--- src/rtl/ifetch_unit.sv ---
// ifetch_unit: PC register and ready-handshake instruction fetch; IFETCH_PERF_CNT_EN adds retired/stall counters.
module ifetch_unit #(
    parameter logic [31:0] RESET_PC = 32'h0000_0000,
    parameter int          ADDR_W   = 14
) (
    input  logic              clock,
    input  logic              reset,
    output logic              imem_req,
    output logic [ADDR_W-1:0] imem_addr,
    input  logic              imem_ready,
    input  logic [31:0]       imem_rdata,
    output logic [31:0]       Instruction,
    output logic [31:0]       PC,
    output logic [31:0]       opcplus4,
    output logic              inst_valid,
    input  logic              advance,
    input  logic              Branch,
    input  logic              nBranch,
    input  logic              Zero,
    input  logic              Jmp,
    input  logic              Jal,
    input  logic              Jr,
    input  logic [31:0]       Addr_result,
    input  logic [31:0]       read_data_1
`ifdef IFETCH_PERF_CNT_EN
    ,
    output logic [31:0]       retired_cnt,
    output logic [31:0]       stall_cnt
`endif
);
    typedef enum logic {FETCH, HOLD} state_t;
    state_t      state, state_next;
    logic [31:0] next_pc;
    logic        unused_bits;

    always_ff @(posedge clock) begin
        if (reset) begin
            state       <= FETCH;
            PC          <= RESET_PC;
            Instruction <= 32'h0;
        end else begin
            state <= state_next;
            if (state == FETCH && imem_ready) Instruction <= imem_rdata;
            if (state == HOLD && advance) PC <= next_pc;
        end
    end

    always_comb begin
        state_next = (state == FETCH) ? (imem_ready ? HOLD : FETCH) : (advance ? FETCH : HOLD);
        next_pc    = Jr ? {read_data_1[31:2], 2'b00} :
                     (Jmp || Jal) ? {opcplus4[31:28], Instruction[25:0], 2'b00} :
                     ((Branch && Zero) || (nBranch && !Zero)) ? {Addr_result[31:2], 2'b00} :
                     opcplus4;
    end

    assign imem_req    = (state == FETCH);
    assign imem_addr   = PC[ADDR_W+1:2];
    assign opcplus4    = PC + 32'd4;
    assign inst_valid  = (state == HOLD);
    // Targets are word-aligned, so the low address bits are intentionally dropped.
    assign unused_bits = ^{read_data_1[1:0], Addr_result[1:0]};

`ifdef IFETCH_PERF_CNT_EN
    always_ff @(posedge clock) begin
        if (reset) begin
            retired_cnt <= 32'h0;
            stall_cnt   <= 32'h0;
        end else begin
            if (state == HOLD && advance) retired_cnt <= retired_cnt + 32'd1;
            if (state == FETCH && !imem_ready) stall_cnt <= stall_cnt + 32'd1;
        end
    end
`endif
endmodule

--- config.mk ---
export PLATFORM = sky130hd
export DESIGN_NAME = ifetch_unit
export DESIGN_NICKNAME = d
export VERILOG_FILES = /design/src/rtl/ifetch_unit.sv
export SDC_FILE = /design/constraint.sdc
export NUM_CORES = 1
export LEC_CHECK = 0
export CAP_MARGIN = 20
export CORE_UTILIZATION = 42
export CTS_CLUSTER_SIZE = 16
export DETAILED_ROUTE_END_ITERATION = 16
export GPL_TIMING_DRIVEN = 1
export PLACE_DENSITY_LB_ADDON = 0.1
export SYNTH_ARGS = -nofsm -noshare
export SYNTH_HDL_FRONTEND = slang
export SYNTH_SLANG_ARGS = --single-unit
export TNS_END_PERCENT = 5
--- constraint.sdc ---
create_clock -name clock -period 3.97 [get_ports clock]
set_input_delay 0.5955 -clock clock [delete_from_list [all_inputs] [get_ports clock]]
set_output_delay 0.5955 -clock clock [all_outputs]
set_load 0.01 [all_outputs]
---- Yosys cells after proc, flatten, opt, wreduce, memory -nomap -nowiden ----
Index checks and enable logic that the tools add are counted.
word-level totals
  bits in registers ....................... 65
  logic and storage cells ................. 18
operators by class
  add/sub/neg operators ................... 1
  muxes and demuxes ....................... 6
  bitwise operators ....................... 1
  reduce and logical (&&, ||, !) cells .... 7
operator list
  operator                                                         count
  32-bit 2-to-1 mux                                                3
  32-bit by 3-bit adder with 32-bit output, second input constant  1
  1-bit logical AND                                                4
  1-bit 2-to-1 mux                                                 3
  1-bit logical OR                                                 2
  1-bit zero test                                                  1
  1-bit inverter                                                   1

---- Longest topological paths before layout ----
Gate-level depths: netlist of the first run.
  word-level depth ........................ 6
  mapped depth ............................ 8
  mapped depth without buffers ............ 6

---- Worst setup path before layout of the first run ----
OpenSTA, ideal clock, no wires.
  path kind ............................... register -> output
  start ................................... reg PC[2]
  end ..................................... out opcplus4[28]
  arrival time ............................ 2.051 ns
  setup slack ............................. 1.324 ns
  cell stages (with the launch flop) ...... 7
  cell sequence ........................... dfxtp_1 > ha_1 > nand3_1 > or4_1 > buf_2 > or3_4 > xnor2_2
on the way
  word-level cells in the longest chain between the ends .. 1
ends and longest elaborated chain
  what                                      RTL line  source
  start: declaration                        13        output logic [31:0] PC,
  start signal: assignment                  44        if (state == HOLD && advance) PC <= next_pc;
  32-bit by 3-bit adder with 32-bit output  58        assign opcplus4 = PC + 32'd4;
  end: declaration                          14        output logic [31:0] opcplus4,
No other way between the ends.

---- Worst setup path after layout of the first run ----
Same ends and word-level chain as after synthesis.

==> results_dict.tcl, run 1 <==
set metrics [dict create \
    clock-sinks 63 \
    post_cts_resized 0 \
    p_leak_nw 2.266 \
    critPathMaxFanout 10 \
    ir_drop_mv 0.1529 \
    maxCapViolCount 0 \
    postPlaceCellArea_um2 6018 \
    clock-root-buffer "clkbuf_8" \
    finish.instance_area_um2 6202 \
    critPathSlowestCell "or4_1" \
    antenna_cells 0 \
    timing.slew.headroom_pct 31.38 \
    routabilityCongestion 0.9164 \
    synth_cell_type_count 60 \
    clock_path_buffers 2 \
    synth.area.top_cells "dfxtp_1 32%, nand2_1 11%, a21oi_1 7.6%, nand3_1 4.3%, o21ai_0 3.5%" \
    synth_edf_count 0 \
    critical_path_class "reg -> out" \
    dr.pass1.iters 6 \
    fin_skew_ps 15.08 \
    grt_pass1_wl_mm 23.21 \
    grt_max_degree 49 \
    netlist_area_um2 3969 \
    die_y_um 99.21 \
    rsz0062_at_grt "no" \
    p_total_mw 1.692 \
    cts_inserted_buffers 9 \
    tightest_slew_ps 1027 \
    clk_pin_slew_worst_paths_ps 90 \
    cts_tree "yes" \
    crit_buf_inv 1 \
    cp_top_family "simple AND/OR/NAND/NOR gates" \
    holdWs_ps 468.6 \
    final_layout_size_suffix_gt1_share_pct 5.427 \
    synth.largest_area_cell "dfxtp_1" \
    clock.fmax_mhz 261.2 \
    antenna_found_initial 0 \
    cp.arrival_ps 3230 \
    synth_warnings 0 \
    power_density_nw_per_um2 272.8 \
    fp.dieArea_um2 9843 \
    hold_class "reg -> reg" \
    netlist_instances 556 \
    setup_tns_ps 0 \
    synth_top_flop_cell "dfxtp_1" \
    post_cts_buffers 0 \
    postCtsHoldBufs 0 \
    routed_wl_mm 14.92 \
    drc_errors 0 \
    core_region_area_um2 9196 \
    outcome "completed" \
    finalNetCount 839 \
    grt-ovfl-total 0 \
    clock_latency_ps 350 \
    rows 35 \
    critPathCaptureType "primary output" \
    dieWidth_um 99.21 \
    crit_chain "ha_1 > nand3_1 > or4_1 > or3_4 > xnor2_2 > clkdlybuf4s50_1" \
    cpPeakStageDelay_ps 600 \
    ant_nets 0 \
    synth-seq-area-share_pct 31.78 \
    post_drt_wl_per_cell_um 17.60 \
    grt_usage_pct 29.80 \
    io_pins 218 \
    instances_no_fill 848 \
    start_util_pct 43.16 \
    avgSynthCellArea_um2 7.138 \
    first_global_vias 4576 \
    h-tree-depth 3 \
    period_share_pct 96.43 \
    report.final.hold_viol_count 0 \
    ys_ff_latch 63 \
    startpoint_type "flip-flop" \
    dr_total_vias 4919 \
    final-setup-viol-count 0 \
    async_flop_share_pct 0 \
    dp_cells 832 \
    port_buffers 209 \
    layout_min_cycle_time_ps 3828 \
    vias_per_cell 5.801 \
    drt_iter0_markers 377 \
    required_ps 3370 \
    area_growth_syn_to_layout_pct 56.27 \
    slew_viol_final 0 \
    dpl.hpwl_mm 11.17 \
    synthDominantCellAreaShare_pct 31.78 \
]
[report_power, final]
group          switching (mW)  total, mW  internal [mW]
clock                   0.299      0.536          0.237
combinational           0.202      0.444          0.242
sequential             0.0454      0.712          0.666
total                   0.547       1.69           1.15
[layout make-up]
cell class | count | area [um^2]
clock buffer | 9 | 123.9
clock inverter | 7 | 60.06
fill | 833 | 2994
inverter | 11 | 41.29
multi-input combinational | 428 | 2395
sequential | 63 | 1261
tap | 111 | 138.9
timing repair buffer | 219 | 2182
[synthesized netlist by cell type, types with 8 or more instances]
cell type  instances
nand2_1          113
o21ai_0           28
xor2_1            15
nor2_1            31
dfxtp_1           63
nor3_1            17
clkbuf_1          28
buf_1              8
a21oi_1           60
inv_1             11
buf_4             18
xnor2_1           11
nand3_1           34
[placed cells by master (no fill, tap or decap), types with 9 or more instances in the layout]
cell type / netlist / final
nor3_1: 17 / 17
nand3_1: 34 / 34
o21ai_0: 28 / 28
nor2_1: 31 / 31
buf_4: 18 / 9
clkdlybuf4s50_1: 0 / 208
a21oi_1: 60 / 60
xor2_1: 15 / 15
xnor2_1: 11 / 11
inv_1: 11 / 11
clkbuf_8: 0 / 9
dfxtp_1: 63 / 63
nand2_1: 113 / 113
[flip-flops by register name (all words and copies together), names as in the netlist]
signal / cells
Instruction: 32
inst_valid: 1
PC: 30
[worst min-delay path, cell delays in order (launching register included)]
cell and delay (ps):
dfxtp_1 320, nand2_1 50, a21oi_1 50
[per-stage QoR]
stage / utilization, % / setup WS, ps
after floorplan: - / 1324
after global placement: 65.14 / 636.0
after detailed placement: 65.44 / 587.4
after CTS: 67.44 / 178.7
after global routing: 67.44 / 62.39
final: 67.44 / 141.9
[per-layer routing]
metal / vias to the layer above / part of all wire [%] / GRT usage [%] / wire [um]
li1: 2306 / - / - / -
met1: 2282 / 42 / 38.63 / 6285
met2: 293 / 47 / 48.56 / 6961
met3: 38 / 9.1 / 6.184 / 1358
met4: 0 / 2.1 / 11.65 / 318
met5: - / 0 / 0 / 0
[logic make-up (layout without fill, tap and decap cells)]
family                   Yosys count  count (layout)  synth area share [%]
AO/OA/AOI/OAI                    144             144                 22.57
XOR/XNOR                          27              27                 6.148
adder cells (fa/ha/maj)            1               1                0.3152
buffers and inverters             68             246                 8.228
flip-flops                        63              63                 31.78
multiplexers                       4               4                 1.072
other                              1               4               0.09449
AND/OR/NAND/NOR                  248             248                 29.79
[worst paths after layout]
| check | cells past startpoint | startpoint | endpoint | slack [ps] |
|---|---|---|---|---|
| setup reg to reg | 6 | PC[2] | PC[28] | 1360 |
| hold reg to reg | 2 | Instruction[26] | Instruction[26] | 470 |
| hold / removal | 2 | Instruction[26] | Instruction[26] | 470 |
| setup / recovery | 6 | PC[2] | opcplus4[28] | 140 |
Note: power is estimated with default switching activity, not from simulation.
==> inputs of run 2 (changes only) <==
Settings changed: REMOVE_ABC_BUFFERS from default to 1.
==> run 2 against run 1 <==
- cell area is 0.97% higher
- sequential power is essentially flat
- largest cell class unchanged
- maximum frequency is 4.0% higher
==> results_dict.tcl, run 2 (synthesis results as in run 1) <==
set metrics [dict create \
    tightest_slew_ps 817.2 \
    antenna_cells 0 \
    routabilityCongestion 0.8770 \
    grt-ovfl-total 0 \
    clock.fmax_mhz 271.8 \
    slew_viol_final 0 \
    startpoint_type "flip-flop" \
    post_drt_wl_per_cell_um 17.97 \
    cts_inserted_buffers 9 \
    power.switching_mw 0.5121 \
    start_util_pct 43.16 \
    power_density_nw_per_um2 288.9 \
    max_flop_register "Instruction" \
    core_region_area_um2 9196 \
    outcome "completed" \
    clk_pin_slew_worst_paths_ps 80 \
    ir_drop_mv 0.1913 \
    p_int_mw 1.297 \
    clkPwrFrac_pct 36.1 \
    cp.arrival_ps 3080 \
    die_y_um 99.21 \
    report.final.hold_viol_count 0 \
    mostFrequentLayoutCells "207 x clkdlybuf4s50_1, 113 x nand2_1, 63 x dfxtp_1" \
    timing.slew.headroom_pct 45.46 \
    clock-sinks 63 \
    grt_usage_pct 30.80 \
    p_leak_nw 2.304 \
    p_comb_share_pct 24.7 \
    fin_skew_ps 10.65 \
    grt_max_degree 36 \
    critPathCaptureType "primary output" \
    rows 35 \
    routed_wl_mm 15.29 \
    area_growth_syn_to_layout_pct 57.79 \
    vias_per_cell 5.667 \
    final_layout_size_suffix_gt1_share_pct 5.811 \
    io_pins 218 \
    reg2reg_slack_ps 1520 \
    critical_path_class "reg -> out" \
    first_global_vias 4626 \
    switching_share_pct 28.30 \
    antenna_found_initial 0 \
    clock_path_buffers 2 \
    cts_tree "yes" \
    hold_class "reg -> reg" \
    period_share_pct 92.69 \
    dr_total_vias 4823 \
    dr.pass1.iters 7 \
    final-setup-viol-count 0 \
    post_cts_buffers 0 \
    clock-root-buffer "clkbuf_8" \
    finalNetCount 842 \
    largest_register_ffs 32 \
    fin_util_pct 68.10 \
    dieWidth_um 99.21 \
    drc_errors 0 \
    p_total_mw 1.809 \
    layout_min_cycle_time_ps 3680 \
    drt_iter0_markers 240 \
    grt_pass1_wl_mm 23.67 \
    port_buffers 209 \
    post_cts_resized 0 \
    maxCapViolCount 0 \
    fp.dieArea_um2 9843 \
    p_seq_share_pct 39.3 \
    rsz0062_at_grt "no" \
    clock_latency_ps 350 \
    setup_tns_ps 0 \
    postCtsHoldBufs 0 \
    final_common_cell "clkdlybuf4s50_1" \
    required_ps 3370 \
    critPathMaxFanout 12 \
    ant_nets 0 \
    dpl.hpwl_mm 11.03 \
    h-tree-depth 3 \
]
[run 2: worst paths after layout]
path / from / to / cells after the start
max: PC[4] / opcplus4[27] / 6
min: Instruction[27] / Instruction[27] / 2
max reg2reg: PC[4] / PC[27] / 6
min reg2reg: Instruction[27] / Instruction[27] / 2
[run 2: area by class of cell]
cell class	instances	area [um^2]
fillers	816	2934
multi-input cells	428	2397
clock inverters	3	65.06
repair buffers	222	2200
inverters	11	41.29
clock buffers	13	158.9
flip-flops and latches	63	1261
well taps	111	138.9
[run 2: worst max-delay path, cell delays in order, from the launching register on]
cell and delay [ps]:
dfxtp_1 490, nand4_1 160, buf_4 210, or4_1 800, nor3_2 240, xor2_1 260, clkdlybuf4s50_1 580
[run 2: routing by layer]
metal,share of wire (%),global-route usage (%)
met5,0,0
met4,2.9,13.69
met3,8.2,7.449
met2,47,51.71
met1,42,37.40
[run 2: per-stage QoR]
step / worst slack (ps) / cell area [um^2] / hold WS, ps / std cells
after floorplan: 1249 / 3695 / 474.5 / 502
after global placement: 713.5 / 6011 / 441.8 / 834
after detailed placement: 712.2 / 6038 / 446.9 / 835
after CTS: 317.0 / 6262 / 455.3 / 851
after global routing: 166.2 / 6262 / 484.9 / 851
final: 290.3 / 6262 / 454.0 / 851
[run 2: power groups by stage]
stage               sequential (mW)  clock (mW)  combinational (mW)
CTS                           0.709       0.657               0.445
detailed placement            0.724           0               0.443
floorplan                     0.735           0               0.137
global route                  0.716       0.689               0.478
global placement              0.721           0               0.430
finish                        0.710       0.653               0.446
